### config.mk
export PLATFORM = sky130hd
export DESIGN_NAME = seq_tx
export DESIGN_NICKNAME = d
export VERILOG_FILES = /design/src/rtl/seq_tx_pkg.sv /design/src/rtl/seq_tx_piso_shift.sv /design/src/rtl/seq_tx.sv
export SDC_FILE = /design/constraint.sdc
export NUM_CORES = 1
export LEC_CHECK = 0
export CAP_MARGIN = 20
export CORE_ASPECT_RATIO = 1.1
export CORE_MARGIN = 1.5
export CORE_UTILIZATION = 50
export DETAILED_ROUTE_END_ITERATION = 16
export HOLD_SLACK_MARGIN = 0.02
export PLACE_DENSITY = 0.86
export REMOVE_ABC_BUFFERS = 1
export SYNTH_ARGS = -nofsm -noshare
export SYNTH_HDL_FRONTEND = slang
export SYNTH_SLANG_ARGS = --single-unit
### constraint.sdc
create_clock -name clk -period 3.8 [get_ports clk]
set_clock_uncertainty 0.2 [all_clocks]
set_input_delay 1.14 -clock clk [delete_from_list [all_inputs] [get_ports clk]]
set_output_delay 1.14 -clock clk [all_outputs]
set_load 0.005 [all_outputs]
### src/rtl/seq_tx_pkg.sv
// Shared types and constants for the serial framed transmitter and its far-end recognizer.
package seq_tx_pkg;

  typedef enum logic [1:0] {
    IDLE = 2'd0,
    PRE  = 2'd1,
    DATA = 2'd2,
    DONE = 2'd3
  } tx_state_t;

  localparam logic [2:0] PREAMBLE     = 3'b110;
  localparam int         PREAMBLE_LEN = 3;

  // The counter also indexes the preamble, so it needs at least 2 bits even for tiny payloads.
  function automatic int cnt_width(input int dw);
    int w;
    w = $clog2(dw) + 1;
    return (w < 2) ? 2 : w;
  endfunction

endpackage

### src/rtl/seq_tx_piso_shift.sv
// Parallel-in serial-out payload shifter: parallel load, shift left, MSB presented on msb.
module piso_shift #(
  parameter int W = 8
) (
  input  logic         clk,
  input  logic         reset,
  input  logic         load,
  input  logic         shift,
  input  logic [W-1:0] din,
  output logic         msb
);

  logic [W-1:0] sr;

  always_ff @(posedge clk or posedge reset) begin
    if (reset) begin
      sr <= '0;
    end else if (load) begin
      sr <= din;
    end else if (shift) begin
      sr <= sr << 1;
    end
  end

  assign msb = sr[W-1];

endmodule

### src/rtl/seq_tx.sv
// Framed serial transmitter: accepts a word in IDLE, sends preamble 1,1,0 then the payload MSB first.
module seq_tx
  import seq_tx_pkg::*;
#(
  parameter int DATA_W = 8
) (
  input  logic              clk,
  input  logic              reset,
  input  logic [DATA_W-1:0] data,
  input  logic              valid,
  output logic              ready,
  output logic              out,
  output logic              busy,
  output logic              done,
  output tx_state_t         s
);

  localparam int CNT_W = cnt_width(DATA_W);
  localparam logic [CNT_W-1:0] PRE_LAST  = CNT_W'(PREAMBLE_LEN - 1);
  localparam logic [CNT_W-1:0] DATA_LAST = CNT_W'(DATA_W - 1);

  tx_state_t        s_next;
  logic [CNT_W-1:0] cnt, cnt_next;
  logic             out_next;
  logic             load, shift, msb;

  piso_shift #(.W(DATA_W)) u_shift (
    .clk   (clk),
    .reset (reset),
    .load  (load),
    .shift (shift),
    .din   (data),
    .msb   (msb)
  );

  // out is registered, so each branch computes the bit to be shown in the coming cycle.
  always_comb begin
    s_next   = s;
    cnt_next = cnt;
    out_next = 1'b0;
    load     = 1'b0;
    shift    = 1'b0;
    case (s)
      IDLE: begin
        if (valid) begin
          s_next   = PRE;
          cnt_next = '0;
          out_next = PREAMBLE[PREAMBLE_LEN-1];
          load     = 1'b1;
        end
      end
      PRE: begin
        if (cnt == PRE_LAST) begin
          s_next   = DATA;
          cnt_next = '0;
          out_next = msb;
          shift    = 1'b1;
        end else begin
          cnt_next = cnt + 1'b1;
          out_next = PREAMBLE[2'(PREAMBLE_LEN - 2 - int'(cnt))];
        end
      end
      DATA: begin
        if (cnt == DATA_LAST) begin
          s_next   = DONE;
          cnt_next = '0;
        end else begin
          cnt_next = cnt + 1'b1;
          out_next = msb;
          shift    = 1'b1;
        end
      end
      DONE: begin
        s_next = IDLE;
      end
      default: begin
        s_next = IDLE;
      end
    endcase
  end

  always_ff @(posedge clk or posedge reset) begin
    if (reset) begin
      s   <= IDLE;
      cnt <= '0;
      out <= 1'b0;
    end else begin
      s   <= s_next;
      cnt <= cnt_next;
      out <= out_next;
    end
  end

  assign ready = (s == IDLE);
  assign busy  = (s != IDLE);
  assign done  = (s == DONE);

endmodule

**After elaboration in Yosys (flattened, before gate mapping)**

Index checks and enable logic that the tools add are counted.

- Input bits: 11
- Word-level logic and storage cells: 42
- Bits in registers: 15
- Output and inout port bits: 6

- $add $sub $neg: 2
- Eq/ne operators: 8
- Order comparisons: 1
- Muxes and demuxes: 21
- Reduce and logical (&&, ||, !) cells: 6

Operators by type and width:

| cell | count |
|---|---|
| $mux 8 | 2 |
| $mux 4 | 3 |
| $pmux 4 s3 | 1 |
| $mux 1 | 8 |
| $pmux 2 s4 | 1 |
| $mux 2 | 3 |
| $ne 2x2->1 const B | 3 |
| $add 4x1->4 const B | 1 |
| $eq 2x2->1 const B | 2 |
| $eq 4x2->1 const B | 1 |
| $eq 4x3->1 const B | 1 |
| $lt 2x4->1 const B | 1 |
| $reduce_bool 2->1 | 2 |
| $pmux 1 s3 | 1 |
| $reduce_and 3->1 | 1 |
| $reduce_bool 3->1 | 1 |
| $bmux 1 s2 | 1 |
| $eq 2x1->1 const B | 1 |
| $logic_not 2->1 | 1 |
| $pmux 1 s2 | 1 |
| $reduce_and 2->1 | 1 |
| $sub 1x2->2 const A | 1 |

**Depth between registers and ports, before layout**

- Depth in word-level cells: 6
- Depth in mapped cells: 7
- Depth with buffers taken out: 6

**Cells and area by module**

Synthesis repeated with hierarchy kept, for this count alone.

- Cells, all modules: 92
- Area total of the unflattened synthesis: 917.1 sq um

Modules (own cells, without submodules):

| module | instances | area each (sq um) | sequential area each (sq um) | cells an instance |
|---|---|---|---|---|
| seq_tx | 1 | 544.3 | 175.2 | 57 |
| piso_shift | 1 | 372.9 | 200.2 | 35 |

**Least setup slack after synthesis**

No wires, ideal clock.

- Kind: input to register
- Start point: input valid
- End point: register cnt[3]
- Setup time: 0.092 ns
- Data required time: 3.508 ns
- Path buffers: 0
- Path slack: 1.383 ns
- Stages: 4
- Arrival time: 2.125 ns
- Cell sequence: nor2b_1 > or2_4 > or4_4 > o31ai_2

- Word-level cells in the longest chain between the ends: 2

Ends and longest elaborated chain:

| item | RTL line | RTL |
|---|---|---|
| from (decl) | seq_tx.sv:10 | `input logic valid,` |
| $ne 2x2->1 (no source line) | -- |  |
| $reduce_and 2->1 (no source line) | -- |  |
| to (signal assigned) | seq_tx.sv:89 | `cnt <= cnt_next;` |
| to (decl) | seq_tx.sv:23 | `logic [CNT_W-1:0] cnt, cnt_next;` |

No other way between the ends.
A chain may end at the register's enable or synchronous reset.

**Worst setup path after layout**

- Start point: register s[0]
- End point: output busy

- Word-level cells in the longest chain between the ends: 1

Ends and longest elaborated chain:

| item | RTL line | RTL |
|---|---|---|
| from (decl) | seq_tx.sv:15 | `output tx_state_t s` |
| from (signal assigned) | seq_tx.sv:88 | `s <= s_next;` |
| $reduce_bool 2->1 | seq_tx.sv:95 | `assign busy = (s != IDLE);` |
| to (decl) | seq_tx.sv:13 | `output logic busy,` |

No other way between the ends.

==> flow_metrics.py <==
metrics = {
    "status": {
        "status": "complete, no violations",
    },
    "hold_path": {
        "hp-class": "flop to flop",
    },
    "global_routing": {
        "antenna_found_initial": 0,
        "track_usage_pct": 22.71,
        "busiest_layer": "met2",
        "grt_max_degree": 16,
        "grt-ovfl-total": 0,
        "use_met1_pct": 26.73,
        "use_met2_pct": 40.30,
        "grt_pass1_wl_um": 3353,
        "use_met3_pct": 4.906,
        "first_global_vias": 736,
    },
    "sta": {
        "rsz0062_at_grt": "no",
        "slew_violations": 0,
        "slew-limit-headroom_pct": 60.05,
        "clock.fmax_mhz": 328.9,
        "hold_viol": 0,
        "setup_violations": 0,
        "setup_tns_ns": 0,
        "fin_crit_sh_pct": 80.02,
        "fin_crit_ns": 3.041,
        "tightest_slew_ns": 0.5993,
    },
    "place": {
        "dp_hpwl_um": 1463,
        "dp.cells": 129,
        "io_buffers": 16,
        "place_congestion": 0.8346,
    },
    "cts": {
        "htreeDepth": 1,
        "clockBufferDepth": 2,
        "cts-hold-fix-buffers": 0,
        "cts_setup_buffers": 0,
        "cts_repair_resize_count": 0,
        "worstSkewPairLatency_ns": 0.28,
        "path_clk_slew_ns": 0.09,
        "ctsRootBufferMaster": "clkbuf_4",
        "cts_tree": "built",
        "numCtsBuffers": 3,
        "clkSinkCount": 15,
    },
    "layout": {
        "syn_to_final_growth_pct": 22.25,
        "drive_above_1_share_pct": 6.034,
        "layout_commonest_cell": "clkdlybuf4s50_1",
        "layout_common_cells": "clkdlybuf4s50_1, dfrtp_1, nand3_1",
        "fin_nets": 135,
        "fill_cells": 140,
        "layout.cells.non_filler": 133,
        "diodes": 0,
    },
    "logic_synthesis": {
        "synthCells": 98,
        "avgSynthCellArea_um2": 9.180,
        "ys_types": 28,
        "synth_top_area_cell": "dfrtp_1",
        "synth_top_area_share_pct": 41.72,
        "synth_warnings": 0,
        "ys_seq_area_share_pct": 41.72,
        "syn_area_um2": 899.6,
        "ys_seq_elements": 15,
        "synthTopCellsByArea": "dfrtp_1, ha_1, a31oi_1, nand3_1, o21ai_0",
    },
    "route": {
        "num_vias": 811,
        "firstDrtPassIters": 4,
        "routed_wl_um": 2028,
        "postRouteAntennaNets": 0,
        "wl_per_cell_um": 15.25,
        "routed_via_density": 6.098,
        "drt_drc_violations_left": 0,
        "dr.first_iter.drc_count": 20,
    },
    "die": {
        "core_um2": 1633,
        "rows": 15,
        "die_w_um": 43.45,
        "ioPinCount": 17,
        "initial_core_util_pct": 55.10,
        "die-height_um": 47.49,
        "die_area_um2": 2063,
    },
    "power": {
        "power_density_nw_per_um2": 841.4,
        "pwr-share-seq_pct": 29.9,
        "swShare_pct": 44.10,
        "leakage_nw": 0.4740,
        "pwr-share-comb_pct": 60.2,
        "power.switching_mw": 0.4081,
        "intPower_mw": 0.5173,
        "ir_worst_vdd_mv": 0.4875,
        "power_mw": 0.9254,
        "power.share.clock_pct": 9.9,
    },
    "worst_setup_path": {
        "critical_path_class": "flop to output port",
        "end_kind": "output port",
        "worstPathMaxFanout": 6,
        "crit_arrival_ns": 1.70,
        "required_ns": 2.46,
        "start_kind": "flop",
    },
    "flow_run": {
        "max_cap_violations": 0,
    },
}
[layout make-up]
cell class / instances / area (µm²) / area share (%)
Inverter: 6 / 22.52 / 2.048
Multi-Input combinational cell: 75 / 494.2 / 44.94
Tap cell: 17 / 21.27 / 1.934
Clock buffer: 4 / 26.28 / 2.389
Timing Repair Buffer: 16 / 160.2 / 14.56
Sequential cell: 15 / 375.4 / 34.13
[layer usage]
metal  share of wire, %  wire length, µm
met1                 44              898
met2                 50             1004
met3                4.3               88
met4                1.8               37
met5                  0                0
[metrics by stage]
stage	hold WS, ns	util, %	setup slack [ns]	instance area, µm²
after floorplan	0.2870	-	1.383	892.1
after global placement	0.3109	65.75	0.7941	1074
after detailed placement	0.3240	65.75	0.7344	1074
after CTS	0.3441	67.36	0.7611	1100
after global routing	0.3834	67.36	0.6597	1100
final	0.3480	67.36	0.7593	1100
[registers in the layout, indices dropped and copies added (netlist names)]
| register | cells |
|---|---|
| cnt | 4 |
| s | 2 |
| out | 1 |
| u_shift.sr | 8 |
[worst max-delay path, cell delays in order, from the launching register on]
cell and delay (ns):
dfrtp_1 0.40, inv_1 0.11, ha_1 0.29, inv_1 0.11, clkdlybuf4s50_1 0.50
[cells by family after synthesis]
group,share of synthesized area [%]
and+or+nand+nor,21.98
buffers and inverters,3.338
adders and majority gates,9.735
AOI/OAI and AO/OA,21.00
DFF,41.72
muxes,2.225
[final timing paths]
kind | from | end | slack, ns | cells past startpoint
max reg2reg | s[0] | cnt[3] | 1.54 | 6
min reg2reg | u_shift.sr[0] | u_shift.sr[0] | 0.35 | 2
max in group asynchronous | reset | cnt[0] | 2.03 | 2
min in group asynchronous | reset | out | 1.01 | 2
min | u_shift.sr[0] | u_shift.sr[0] | 0.35 | 2
max | s[0] | busy | 0.76 | 4
[power groups by stage]
stage	Sequential [mW]	Clock [mW]	Combinational [mW]
4_1_cts	0.277	0.0926	0.556
5_1_grt	0.285	0.100	0.612
3_3_place_gp	0.275	0	0.527
3_5_place_dp	0.280	0	0.548
6_report	0.277	0.0916	0.557
2_1_floorplan	0.269	0	0.376
[Yosys cell counts (all sizes together)]
master   count
o41ai        1
a32oi        1
nand3       10
nor2         9
and3         1
a2bb2oi      2
or3b         1
a21o         1
o21ai        9
ha           7
nand2b       3
nor3b        1
a31oi        8
o2bb2ai      1
mux2i        2
and2         1
o31ai        1
nor2b        2
o22ai        2
clkbuf       2
a21oi        2
nand3b       2
o211ai       1
inv          6
or2          1
dfrtp       15
or4          1
nand2        5
(Power assumes the default switching activity.)
